**src/rtl/gpio_bus_arbiter_pkg.sv**
```systemverilog
// Shared SoC bus definitions: arbiter FSM states, access-size codes, burst counter width.
package gpio_bus_arbiter_pkg;

   typedef enum logic [1:0] {
      StIdle   = 2'd0,
      StAccess = 2'd1,
      StDone   = 2'd2
   } arb_state_e;

   typedef enum logic [1:0] {
      SizeWord = 2'b00,
      SizeHalf = 2'b01,
      SizeByte = 2'b10
   } mem_size_e;

   localparam int unsigned             BurstCntW   = 4;
   localparam logic [BurstCntW-1:0]    BurstCntMax = '1;

endpackage

```
**src/rtl/gpio_bus_arbiter_if.sv**
```systemverilog
// Two-master request/grant bundle plus the single-slave bus driven by the arbiter.
interface gpio_bus_arbiter_if;

   logic        m0_req,   m1_req;
   logic [31:0] m0_addr,  m1_addr;
   logic [31:0] m0_wdata, m1_wdata;
   logic        m0_write, m1_write;
   logic [1:0]  m0_size,  m1_size;
   logic        m0_lock,  m1_lock;
   logic        m0_gnt,   m1_gnt;
   logic        m0_done,  m1_done;
   logic [31:0] m0_rdata, m1_rdata;
   logic [31:0] bAddr, bWData;
   logic        bSel, bWrite;
   logic [1:0]  mem_size;
   logic [31:0] bRData;

   // Arbiter side: masters the slave bus, serves the request ports.
   modport master (
      input  m0_req, m1_req, m0_addr, m1_addr, m0_wdata, m1_wdata,
      input  m0_write, m1_write, m0_size, m1_size, m0_lock, m1_lock, bRData,
      output m0_gnt, m1_gnt, m0_done, m1_done, m0_rdata, m1_rdata,
      output bAddr, bWData, bSel, bWrite, mem_size
   );

   // Environment side: requesting masters and the addressed slave.
   modport slave (
      output m0_req, m1_req, m0_addr, m1_addr, m0_wdata, m1_wdata,
      output m0_write, m1_write, m0_size, m1_size, m0_lock, m1_lock, bRData,
      input  m0_gnt, m1_gnt, m0_done, m1_done, m0_rdata, m1_rdata,
      input  bAddr, bWData, bSel, bWrite, mem_size
   );

endinterface

```
**src/rtl/gpio_bus_arbiter_rr_arbiter2.sv**
```systemverilog
// Combinational two-way round-robin pick with a bounded lock hold for the last owner.
module rr_arbiter2
   import gpio_bus_arbiter_pkg::*;
#(
   parameter int unsigned MAX_BURST = 4
) (
   input  logic                 i_req0,
   input  logic                 i_req1,
   input  logic                 i_lock0,
   input  logic                 i_lock1,
   input  logic                 i_last_owner,
   input  logic [BurstCntW-1:0] i_burst_cnt,
   output logic                 o_vld,
   output logic                 o_pick
);

   localparam logic [BurstCntW-1:0] LockLimit = BurstCntW'(MAX_BURST - 1);

   logic w_last_req;
   logic w_last_lock;
   logic w_hold;

   assign w_last_req  = i_last_owner ? i_req1  : i_req0;
   assign w_last_lock = i_last_owner ? i_lock1 : i_lock0;
   // LockLimit of 0 (MAX_BURST=1) makes the hold unreachable.
   assign w_hold      = w_last_req && w_last_lock && (i_burst_cnt < LockLimit);

   assign o_vld = i_req0 || i_req1;

   always_comb begin
      o_pick = i_req1;
      if (w_hold) begin
         o_pick = i_last_owner;
      end else if (i_req0 && i_req1) begin
         o_pick = ~i_last_owner;
      end
   end

endmodule

```
**src/rtl/gpio_bus_arbiter.sv**
```systemverilog
// Two-master arbiter for a single slave: grant, one-cycle bus access, done pulse.
module gpio_bus_arbiter
   import gpio_bus_arbiter_pkg::*;
#(
   parameter int unsigned MAX_BURST = 4
) (
   input logic                clk,
   input logic                rst,
   gpio_bus_arbiter_if.master bus
);

   arb_state_e           r_state, w_state_next;
   logic                 r_owner;
   logic [BurstCntW-1:0] r_burst_cnt, w_burst_next;
   logic [31:0]          r_addr, r_wdata;
   logic                 r_write;
   mem_size_e            r_size;
   logic [31:0]          r_m0_rdata, r_m1_rdata;

   logic        w_pick_vld, w_pick, w_grant, w_done, w_access;
   logic [31:0] w_sel_addr, w_sel_wdata;
   logic        w_sel_write, w_sel_lock;
   logic [1:0]  w_sel_size;

   rr_arbiter2 #(
      .MAX_BURST(MAX_BURST)
   ) u_rr (
      .i_req0      (bus.m0_req),
      .i_req1      (bus.m1_req),
      .i_lock0     (bus.m0_lock),
      .i_lock1     (bus.m1_lock),
      .i_last_owner(r_owner),
      .i_burst_cnt (r_burst_cnt),
      .o_vld       (w_pick_vld),
      .o_pick      (w_pick)
   );

   assign w_sel_addr  = w_pick ? bus.m1_addr  : bus.m0_addr;
   assign w_sel_wdata = w_pick ? bus.m1_wdata : bus.m0_wdata;
   assign w_sel_write = w_pick ? bus.m1_write : bus.m0_write;
   assign w_sel_size  = w_pick ? bus.m1_size  : bus.m0_size;
   assign w_sel_lock  = w_pick ? bus.m1_lock  : bus.m0_lock;

   // Pulses are masked while reset is held so an aborted cycle never reports.
   assign w_grant  = (r_state != StAccess) && !rst && w_pick_vld;
   assign w_done   = (r_state == StDone) && !rst;
   assign w_access = (r_state == StAccess);

   always_comb begin
      w_burst_next = '0;
      if ((w_pick == r_owner) && w_sel_lock) begin
         w_burst_next = (r_burst_cnt == BurstCntMax) ? r_burst_cnt : r_burst_cnt + 1'b1;
      end
   end

   always_comb begin
      w_state_next = r_state;
      unique case (r_state)
         StIdle, StDone: w_state_next = w_pick_vld ? StAccess : StIdle;
         StAccess:       w_state_next = StDone;
         default:        w_state_next = StIdle;
      endcase
   end

   always_ff @(posedge clk) begin
      if (rst) begin
         r_state     <= StIdle;
         r_owner     <= 1'b1;
         r_burst_cnt <= '0;
         r_addr      <= '0;
         r_wdata     <= '0;
         r_write     <= 1'b0;
         r_size      <= SizeWord;
         r_m0_rdata  <= '0;
         r_m1_rdata  <= '0;
      end else begin
         r_state <= w_state_next;
         if (w_grant) begin
            r_owner     <= w_pick;
            r_burst_cnt <= w_burst_next;
            r_addr      <= w_sel_addr;
            r_wdata     <= w_sel_wdata;
            r_write     <= w_sel_write;
            r_size      <= mem_size_e'(w_sel_size);
         end
         if (w_access && !r_write) begin
            if (r_owner) begin
               r_m1_rdata <= bus.bRData;
            end else begin
               r_m0_rdata <= bus.bRData;
            end
         end
      end
   end

   assign bus.m0_gnt   = w_grant && !w_pick;
   assign bus.m1_gnt   = w_grant && w_pick;
   assign bus.m0_done  = w_done && !r_owner;
   assign bus.m1_done  = w_done && r_owner;
   assign bus.m0_rdata = r_m0_rdata;
   assign bus.m1_rdata = r_m1_rdata;

   assign bus.bSel     = w_access;
   assign bus.bWrite   = w_access && r_write;
   assign bus.bAddr    = w_access ? r_addr  : '0;
   assign bus.bWData   = w_access ? r_wdata : '0;
   assign bus.mem_size = w_access ? r_size  : SizeWord;

endmodule

```
**src/flat_wrapper.sv**
```systemverilog
// flat-port wrapper written by rule: the top's interface ports become plain ports
module gpio_bus_arbiter_flat import gpio_bus_arbiter_pkg::*;
#(
   parameter int unsigned MAX_BURST = 4
)
  (clk, rst, bus_m0_req, bus_m1_req, bus_m0_addr, bus_m1_addr, bus_m0_wdata, bus_m1_wdata, bus_m0_write, bus_m1_write, bus_m0_size, bus_m1_size, bus_m0_lock, bus_m1_lock, bus_bRData, bus_m0_gnt, bus_m1_gnt, bus_m0_done, bus_m1_done, bus_m0_rdata, bus_m1_rdata, bus_bAddr, bus_bWData, bus_bSel, bus_bWrite, bus_mem_size);
  gpio_bus_arbiter_if bus_i ();
  input logic clk;
  input logic rst;
  input wire logic [$bits(bus_i.m0_req)-1:0] bus_m0_req;
  input wire logic [$bits(bus_i.m1_req)-1:0] bus_m1_req;
  input wire logic [$bits(bus_i.m0_addr)-1:0] bus_m0_addr;
  input wire logic [$bits(bus_i.m1_addr)-1:0] bus_m1_addr;
  input wire logic [$bits(bus_i.m0_wdata)-1:0] bus_m0_wdata;
  input wire logic [$bits(bus_i.m1_wdata)-1:0] bus_m1_wdata;
  input wire logic [$bits(bus_i.m0_write)-1:0] bus_m0_write;
  input wire logic [$bits(bus_i.m1_write)-1:0] bus_m1_write;
  input wire logic [$bits(bus_i.m0_size)-1:0] bus_m0_size;
  input wire logic [$bits(bus_i.m1_size)-1:0] bus_m1_size;
  input wire logic [$bits(bus_i.m0_lock)-1:0] bus_m0_lock;
  input wire logic [$bits(bus_i.m1_lock)-1:0] bus_m1_lock;
  input wire logic [$bits(bus_i.bRData)-1:0] bus_bRData;
  output wire logic [$bits(bus_i.m0_gnt)-1:0] bus_m0_gnt;
  output wire logic [$bits(bus_i.m1_gnt)-1:0] bus_m1_gnt;
  output wire logic [$bits(bus_i.m0_done)-1:0] bus_m0_done;
  output wire logic [$bits(bus_i.m1_done)-1:0] bus_m1_done;
  output wire logic [$bits(bus_i.m0_rdata)-1:0] bus_m0_rdata;
  output wire logic [$bits(bus_i.m1_rdata)-1:0] bus_m1_rdata;
  output wire logic [$bits(bus_i.bAddr)-1:0] bus_bAddr;
  output wire logic [$bits(bus_i.bWData)-1:0] bus_bWData;
  output wire logic [$bits(bus_i.bSel)-1:0] bus_bSel;
  output wire logic [$bits(bus_i.bWrite)-1:0] bus_bWrite;
  output wire logic [$bits(bus_i.mem_size)-1:0] bus_mem_size;
  assign bus_i.m0_req = bus_m0_req;
  assign bus_i.m1_req = bus_m1_req;
  assign bus_i.m0_addr = bus_m0_addr;
  assign bus_i.m1_addr = bus_m1_addr;
  assign bus_i.m0_wdata = bus_m0_wdata;
  assign bus_i.m1_wdata = bus_m1_wdata;
  assign bus_i.m0_write = bus_m0_write;
  assign bus_i.m1_write = bus_m1_write;
  assign bus_i.m0_size = bus_m0_size;
  assign bus_i.m1_size = bus_m1_size;
  assign bus_i.m0_lock = bus_m0_lock;
  assign bus_i.m1_lock = bus_m1_lock;
  assign bus_i.bRData = bus_bRData;
  assign bus_m0_gnt = bus_i.m0_gnt;
  assign bus_m1_gnt = bus_i.m1_gnt;
  assign bus_m0_done = bus_i.m0_done;
  assign bus_m1_done = bus_i.m1_done;
  assign bus_m0_rdata = bus_i.m0_rdata;
  assign bus_m1_rdata = bus_i.m1_rdata;
  assign bus_bAddr = bus_i.bAddr;
  assign bus_bWData = bus_i.bWData;
  assign bus_bSel = bus_i.bSel;
  assign bus_bWrite = bus_i.bWrite;
  assign bus_mem_size = bus_i.mem_size;
  gpio_bus_arbiter #(.MAX_BURST(MAX_BURST)) u_core (.clk(clk), .rst(rst), .bus(bus_i));
endmodule
```
**config.mk**
```make
export PLATFORM = sky130hd
export DESIGN_NAME = gpio_bus_arbiter_flat
export DESIGN_NICKNAME = d
export VERILOG_FILES = /design/src/rtl/gpio_bus_arbiter_pkg.sv /design/src/rtl/gpio_bus_arbiter_if.sv /design/src/rtl/gpio_bus_arbiter_rr_arbiter2.sv /design/src/rtl/gpio_bus_arbiter.sv /design/src/flat_wrapper.sv
export SDC_FILE = /design/constraint.sdc
export NUM_CORES = 1
export LEC_CHECK = 0
export CAP_MARGIN = 20
export CORE_MARGIN = 5
export CORE_UTILIZATION = 41
export DETAILED_ROUTE_END_ITERATION = 10
export PLACE_DENSITY = 0.88
export SLEW_MARGIN = 20
export SYNTH_ARGS = -nofsm -noshare
export SYNTH_HDL_FRONTEND = slang
export SYNTH_SLANG_ARGS = --single-unit
```
**constraint.sdc**
```tcl
create_clock -name clk -period 2.4 [get_ports clk]
set_clock_uncertainty 0.15 [all_clocks]
set_input_delay 0.48 -clock clk [delete_from_list [all_inputs] [get_ports clk]]
set_output_delay 0.48 -clock clk [all_outputs]
set_load 0.05 [all_outputs]
```
==> reports/metrics.cfg <==
[final_layout]
layout_common_cells = 233 x clkdlybuf4s50_1, 197 x nand2_1, 135 x dfxtp_1
drive_above_1_share_pct = 20.78
nNetsFinal = 1262
final_core_util_pct = 73.90
final_common_cell = clkdlybuf4s50_1
regArea_sq_mm = 0.002774
syn2layout_area_growth_pct = 78.80
n_fill_cell = 1031
multi_input_area_sq_mm = 0.003214

[sta]
slew-limit-headroom_pct = 26.22
tns_ps = -99.69
layout_worst_path_cycle_share_pct = 103.0
slew_violations = 0
max_freq_ghz = 0.4045
max_slew.worst_pin.slew_ps = 1107
setup_viol = 2
worst_slack_ps = -71.91
rsz0062_at_grt = yes
post-route-min-period_ps = 2472
finalHoldViolations = 0

[critical_path]
reg2reg_slack_ps = 140
rr_worst_depth = 8
r2r-end = u_core.r_wdata[30]
cpLargestDelayFamily = simple AND/OR/NAND/NOR gates
r2r_start = u_core.r_burst_cnt[1]
slowest_stage = dfxtp_4
cp.arrival_ps = 1840
startpoint_type = flop
max_stage_delay_ps = 350
critPathCaptureType = output pin
crit_chain = ha_4, or3_4, o221a_4, nor2_4, buf_8
crit_buf_inv = 1
worstPathRequired_ps = 1770
worstSetupPathType = flop to output pin
critPathMaxFanout = 3

[synth]
synth_xor_xnor_area_share_pct = 0
ys_seq_area_share_pct = 44.46
ys_async_sr_fraction_pct = 0
muxShareOfSynthArea_pct = 0
synth-seq-cells = 138
syn_inst = 781
syn-num-nets = 954
syn_area_sq_mm = 0.006213
syn_avg_cell_area_sq_um = 7.956
synthFlopType = dfxtp_1
synth_warnings = 0
synth_top_family_by_area = simple AND/OR/NAND/NOR gates
synth_cell_types = 36
synth-simple-area-share_pct = 25.78
synth_compound_area_share_pct = 23.84
synthAdderAreaFrac_pct = 0.2014
synth_edf_count = 0

[grt]
grt_max_degree = 90
grt_overflow = 0
grt_first_pass_wirelength_microns = 34220
antenna_found_initial = 2
grt_pass1_vias = 6624
track_usage_pct = 24.18

[worst_hold_path]
hold_path.class = input port to flop
whs_path_depth = 2
min_to = u_core.r_wdata[22]
hold_start = rst

[clock_tree]
cts.hold.buffers_added = 0
clock_latency_ps = 410
clock-sinks = 138
numCtsBuffers = 17
clk_pin_slew_ps = 60
clockRootBuffer = clkbuf_16
cts_tree = done
cts_buffer_depth = 2
htree_levels = 4

[drt]
viasPerCell = 5.241
wl_per_cell_microns = 17.39
detail-route-antenna-nets = 0
drt_first_iter_violations = 345
vias = 6766
first_pass_iters = 5
drc = 0
finalWirelength_microns = 22450

[die]
initial_core_util_pct = 41.33
fp.dieW_microns = 133.1
io_pins = 308
core_area_sq_mm = 0.01503
die-area_sq_mm = 0.01772
die_y_microns = 133.1
core.rowCount = 45

[run_status]
outcome = finished, violations left
violations = negative setup slack

[placed_design]
post-dp-hpwl_microns = 16380
place_congestion = 0.8217
preCtsSetupSlack_ps = -219.9
io_buffers = 307

[pwr]
p_leak_uw = 0.004170
irDropWorstVdd_mv = 0.5954
power_density_mw_per_mm2 = 618.5

[run]
maxCapViolCount = 0

cell usage after synthesis, types with 3 or more instances:
master,number,share of area [%]
nand3b_1,4,0.48
nand2_1,197,12
a21oi_2,20,2.8
and2_1,67,6.7
nor3b_1,3,0.36
a211oi_1,48,5.8
a21oi_1,114,9.2
buf_2,12,0.97
inv_1,4,0.24
dfxtp_1,138,44
nand3_1,3,0.24
clkbuf_1,41,2.5
buf_4,7,0.85
nor2_1,73,4.4
a211oi_2,20,4.0
o211ai_1,5,0.60
kinds of logic (layout without fill, tap and decap cells):
group / after synthesis / in the layout
other: 0 / 1
adders and majority gates: 1 / 1
buffers and inverters: 70 / 391
DFF: 138 / 138
AOI/OAI and AO/OA: 215 / 215
and+or+nand+nor: 357 / 357
cell type report:
type	instances	share of cell area (%)
well taps	188	2.117
flip-flops and latches	138	24.97
diodes	1	0.02253
clock buffers	18	3.863
multi-input cells	573	28.93
clock inverters	14	1.453
repair buffers	355	38.44
inverters	4	0.2027
layer usage:
metal / wire length (microns) / up-vias / global-route usage (%)
met1: 8109 / 3123 / 26.14
met3: 2130 / 59 / 8.912
li1: - / 3247 / -
met5: 13 / - / 0
met2: 11330 / 335 / 41.82
met4: 864 / 2 / 11.77
per-stage QoR:
stage	hold slack [ps]	power [uW]	instance area [sq um]	cells
after floorplan	323.7	3459	6251	781
after global placement	290.7	4228	10330	1249
after detailed placement	296.7	4269	10330	1249
after CTS	205.5	6912	11020	1289
after global routing	216.0	7160	11110	1291
final	223.7	6872	11110	1291
power breakdown:
part | internal (uW) | switching (uW) | leakage (uW)
clock network | 1550 | 1050 | 0.000284
logic | 803 | 934 | 0.00275
registers | 2450 | 80.7 | 0.00113
repair_timing:
item / in CTS / in global routing
buffers inserted: 8 / 0
endpoints found under the setup margin: 63 / 25
resized for setup: 14 / 22
gates cloned: 0 / 1
pin swaps: 6 / 3
flip-flops by register name, indices dropped and copies added, names as in the netlist:
signal,count
u_core.r_state,2
u_core.bus.m0_rdata,32
u_core.r_size,2
u_core.r_addr,32
u_core.r_owner,1
u_core.r_wdata,32
u_core.bus.m1_rdata,32
u_core.r_write,1
u_core.r_burst_cnt,4
how the worst max path moves through the flow:
stage                              to  cells past startpoint  slack, ps                   from
global placement    u_core.r_addr[31]                      7       -100            bus_m0_lock
finish                     bus_m0_gnt                      5        -70  u_core.r_burst_cnt[1]
floorplan                 bus_m0_done                      3        -40                    rst
detailed placement  u_core.r_addr[24]                      6       -220             bus_m0_req
CTS                        bus_m0_gnt                      5       -120  u_core.r_burst_cnt[1]
global route               bus_m0_gnt                      5       -120  u_core.r_burst_cnt[0]
(Power assumes the default switching activity.)
==> RTL edit 1 (same settings) <==
The package constant `BurstCntW` goes from 4 to 6.
--- a/src/rtl/gpio_bus_arbiter_pkg.sv
+++ b/src/rtl/gpio_bus_arbiter_pkg.sv
@@ -13,7 +13,7 @@
       SizeByte = 2'b10
    } mem_size_e;
 
-   localparam int unsigned             BurstCntW   = 4;
+   localparam int unsigned             BurstCntW   = 6;
    localparam logic [BurstCntW-1:0]    BurstCntMax = '1;
 
 endpackage
Behaviour: same outputs for any inputs over 4 cycles, from zero or initial values and one cycle with rst high; that may be too few to reach the edited logic, so the function may still have changed.
==> RTL edit 1 against the original RTL <==
  * Sequential share of layout area increased by 1.1 points
  * The run still ends with setup timing left
  * Fmax decreased by 11%
  * Count of clock-buffer cells in the layout increased by 1
  * Sequential cell count increased by 2
  * Wire length increased by 16%
  * Clock power increased by 5%
  * Synthesized cell count decreased by 15%
  * Total power increased by 4.6%
  * Synthesized area decreased by 10%
  * Setup slack got worse by 310 ps
  * Cell area decreased by 3.0%
==> RTL edit 1: results (changes against the original RTL) <==
- Outcome: complete, but fails checks
- Violated checks: setup timing
- Hold EP: u_core.bus.m1_rdata[30]
- Synth Area in Compound Gates: 19.9% (-4.0 points)
- Top sig layer: met4
- Number of global-route vias before repair: 6793 (+2.6%)
- Met2 GRT Util: 53.5% (+12 points)
- Num sequential: 140 (+1.4%)
- # fillers: 745 (-28%)
- Final HPWL DP: 16800 µm (+2.5%)
- Pre-CTS WS: -348 ps (-128 ps)
- Syn Nets: 834 (-13%)
- Final Setup Violations: 69 (+67)
- Final Wtd Congestion: 0.834 (+1.5%)
- Metal3 WL: 2960 µm (+39%)
- Setup tns final: -12540 ps (-12440 ps)
- List of most frequent post-synthesis cells: 140 x dfxtp_1, 132 x nand2_1, 74 x nor2_1
- Placeable Area: 13300 µm² (-12%)
- Clock Buffer Count: 19 (+1)
- Power Density: 667 nW/µm² (+7.8%)
- Register area: 2810 µm² (+1.1%)
- Met1 Use GR: 30.4% (+4.3 points)
- Cell variety after synth: 32 (-11%)
- Min setup slack post-route: -384 ps (-312 ps)
- Lkg Pwr: 4.06 nW (-2.6%)
- Peak supply drop: 0.693 mV (+16%)
- #MultiIn Comb: 453 (-21%)
- Met3 usage: 11.1% (+2.1 points)
- Area occupied by multi-input gates: 2570 µm² (-20%)
- Data buffer area share: 42.0% (+3.6 points)
- Share of layout cells above drive strength 1: 17.4% (-3.4 points)
- Cell count after placement: 1119 (-10%)
- WHS: 302 ps (+78.1 ps)
- Clk tree area frac: 5.72% (+0.41 points)
- CP arrival: 2150 ps (+310 ps)
- Adder-cell share of the synthesized area: 0.224% (+0.023 points)
- Number of cells produced by synthesis: 661 (-15%)
- Slowest stage delay, CP: 430 ps (+80 ps)
==> RTL edit 1: how the worst max path moves through the flow <==
stage / to / cells past startpoint
floorplan: bus_m0_done / 3
global placement: bus_m1_gnt / 5
detailed placement: u_core.r_wdata[4] / 7
CTS: bus_m1_gnt / 5
global route: bus_m0_gnt / 5
finish: bus_m1_gnt / 5
==> RTL edit 1: timing repair <==
item	4_1_cts	5_1_grt
gates cloned	6	5
resized for setup	13	9
setup endpoints to repair	109	126
setup buffers	3	5
pin swaps	7	7
==> RTL edit 1: power breakdown <==
| group | leakage [nW] | switching, W | total (W) | internal (W) |
|---|---|---|---|---|
| registers | 1.14 | 0.0000993 | 0.00259 | 0.00249 |
| clock network | 0.288 | 0.00106 | 0.00275 | 0.00170 |
| logic | 2.63 | 0.000954 | 0.00184 | 0.000888 |
| total | 4.06 | 0.00211 | 0.00719 | 0.00508 |
==> RTL edit 2 (same settings) <==
Without the edit above. Re-encode `arb_state_e` (3 states) as one-hot, 3 bits wide.
--- a/src/rtl/gpio_bus_arbiter_pkg.sv
+++ b/src/rtl/gpio_bus_arbiter_pkg.sv
@@ -1,10 +1,10 @@
 // Shared SoC bus definitions: arbiter FSM states, access-size codes, burst counter width.
 package gpio_bus_arbiter_pkg;
 
-   typedef enum logic [1:0] {
-      StIdle   = 2'd0,
-      StAccess = 2'd1,
-      StDone   = 2'd2
+   typedef enum logic [2:0] {
+      StIdle   = 3'b001,
+      StAccess = 3'b010,
+      StDone   = 3'b100
    } arb_state_e;
 
    typedef enum logic [1:0] {
Behaviour: no difference found for any inputs over 4 cycles, from zero or initial values and one cycle with rst high; so few cycles prove little.
==> RTL edit 2 against the original RTL <==
  * The run still ends with setup timing left
  * Sequential cell count increased by 1
  * Wire length rose by 16%
  * Sequential share of layout area fell by 0.43 points
  * Critical path type unchanged
  * Critical path depth did not move
  * Fmax down 1.5%
  * Sequential power up 4%
  * Die area barely moved
  * Synthesized cell count rose by 2.8%
  * Synthesized area down 0.10%
  * Setup slack got worse by 37 ps
  * Cell area increased by 2.4%
  * Global-route usage up 3.6 points
  * Total power grew 0.96%
==> RTL edit 2: results (changes against the original RTL) <==
- Outcome: complete, but fails checks
- Violated checks: setup timing
- Syn Nets: 976 (+2.3%)
- Worst slew pin tran: 749 ps (-358 ps)
- Metal3 WL: 2690 µm (+26%)
- Gr usage total: 27.7% (+3.6 points)
- Met2 GRT Util: 48.3% (+6.4 points)
- Crit path launch: u_core.r_burst_cnt[0]
- Peak supply drop: 0.458 mV (-23%)
- Final Wtd Congestion: 0.832 (+1.2%)
- List of most frequent post-synthesis cells: 203 x a21oi_1, 139 x dfxtp_1, 133 x nand2_1
- CP arrival: 1880 ps (+40 ps)
- Top post-synthesis cells by area: dfxtp_1 45%, a21oi_1 16%, nand2_1 8.0%
- Post-synthesis xor/xnor area fraction: 0.141% (+0.14 points)
- Share of layout cells above drive strength 1: 22.4% (+1.6 points)
- Start point of the worst hold path: u_core.bus.m0_rdata[20]
- Critical R2R Launch: u_core.r_state[1]
- # fillers: 962 (-6.7%)
- Final-stage net count: 1274 (+0.95%)
- WL/cell: 19.9 µm (+15%)
- Setup slack, reg-to-reg: 60 ps (-80 ps)
- Vias per Instance: 5.73 (+9.4%)
- Cell count after placement: 1245 (-0.32%)
- Post-CTS Resized: 92 (+78)
- DRT met1 WL: 9190 µm (+13%)
- Met3 usage: 9.70% (+0.78 points)
- Hold EP: u_core.bus.m0_rdata[20]
- Drt pass-1 iters: 6 (+1)
- Final HPWL DP: 16200 µm (-1.0%)
- Setup bufs post-CTS: 14 (+6)
- Combinational cell power: 0.00160 W (-8%)
- Setup tns final: -1850 ps (-1750 ps)
- Worst Hold Class: reg2reg
- Worst-path maximum fanout: 4 (+1)
- Placed Area: 10200 µm² (-1.4%)
- Final Setup Violations: 23 (+21)
- Crit Reg-Reg Endpoint: u_core.r_burst_cnt[2]
- Crit path to: bus_m1_gnt
- Worst Reg-to-Reg Cells: 10 (+2)
- Number of cells produced by synthesis: 803 (+2.8%)
- Min setup slack post-route: -109 ps (-36.8 ps)
- Slowest CP cell: or3_4
- Power Density: 610 nW/µm² (-1.4%)
==> RTL edit 2: cell count changes after synthesis, moves of 3 or more <==
cell and change:
a211oi_1 -45, nor2_1 -67, buf_2 +12, a31oi_1 +68, buf_6 +4, clkbuf_1 +8
nand2_1 -64, buf_4 -6, nand3b_1 -3, o21ai_0 +46, a211oi_2 -20, o21ai_1 +21
a21oi_2 -19, a21oi_1 +89
==> RTL edit 2: cell type report <==
| type | count | area [µm²] | share of cell area (%) |
|---|---|---|---|
| Clock buffer | 17 | 425 | 3.74 |
| Tap cell | 188 | 235 | 2.07 |
| Sequential cell | 139 | 2790 | 24.5 |
| Clock inverter | 15 | 181 | 1.59 |
| Multi-Input combinational cell | 579 | 3270 | 28.7 |
| Antenna cell | 2 | 5.00 | 0.0440 |
| Timing Repair Buffer | 359 | 4430 | 38.9 |
| Timing Repair inverter | 1 | 11.3 | 0.0990 |
| Inverter | 4 | 27.5 | 0.242 |
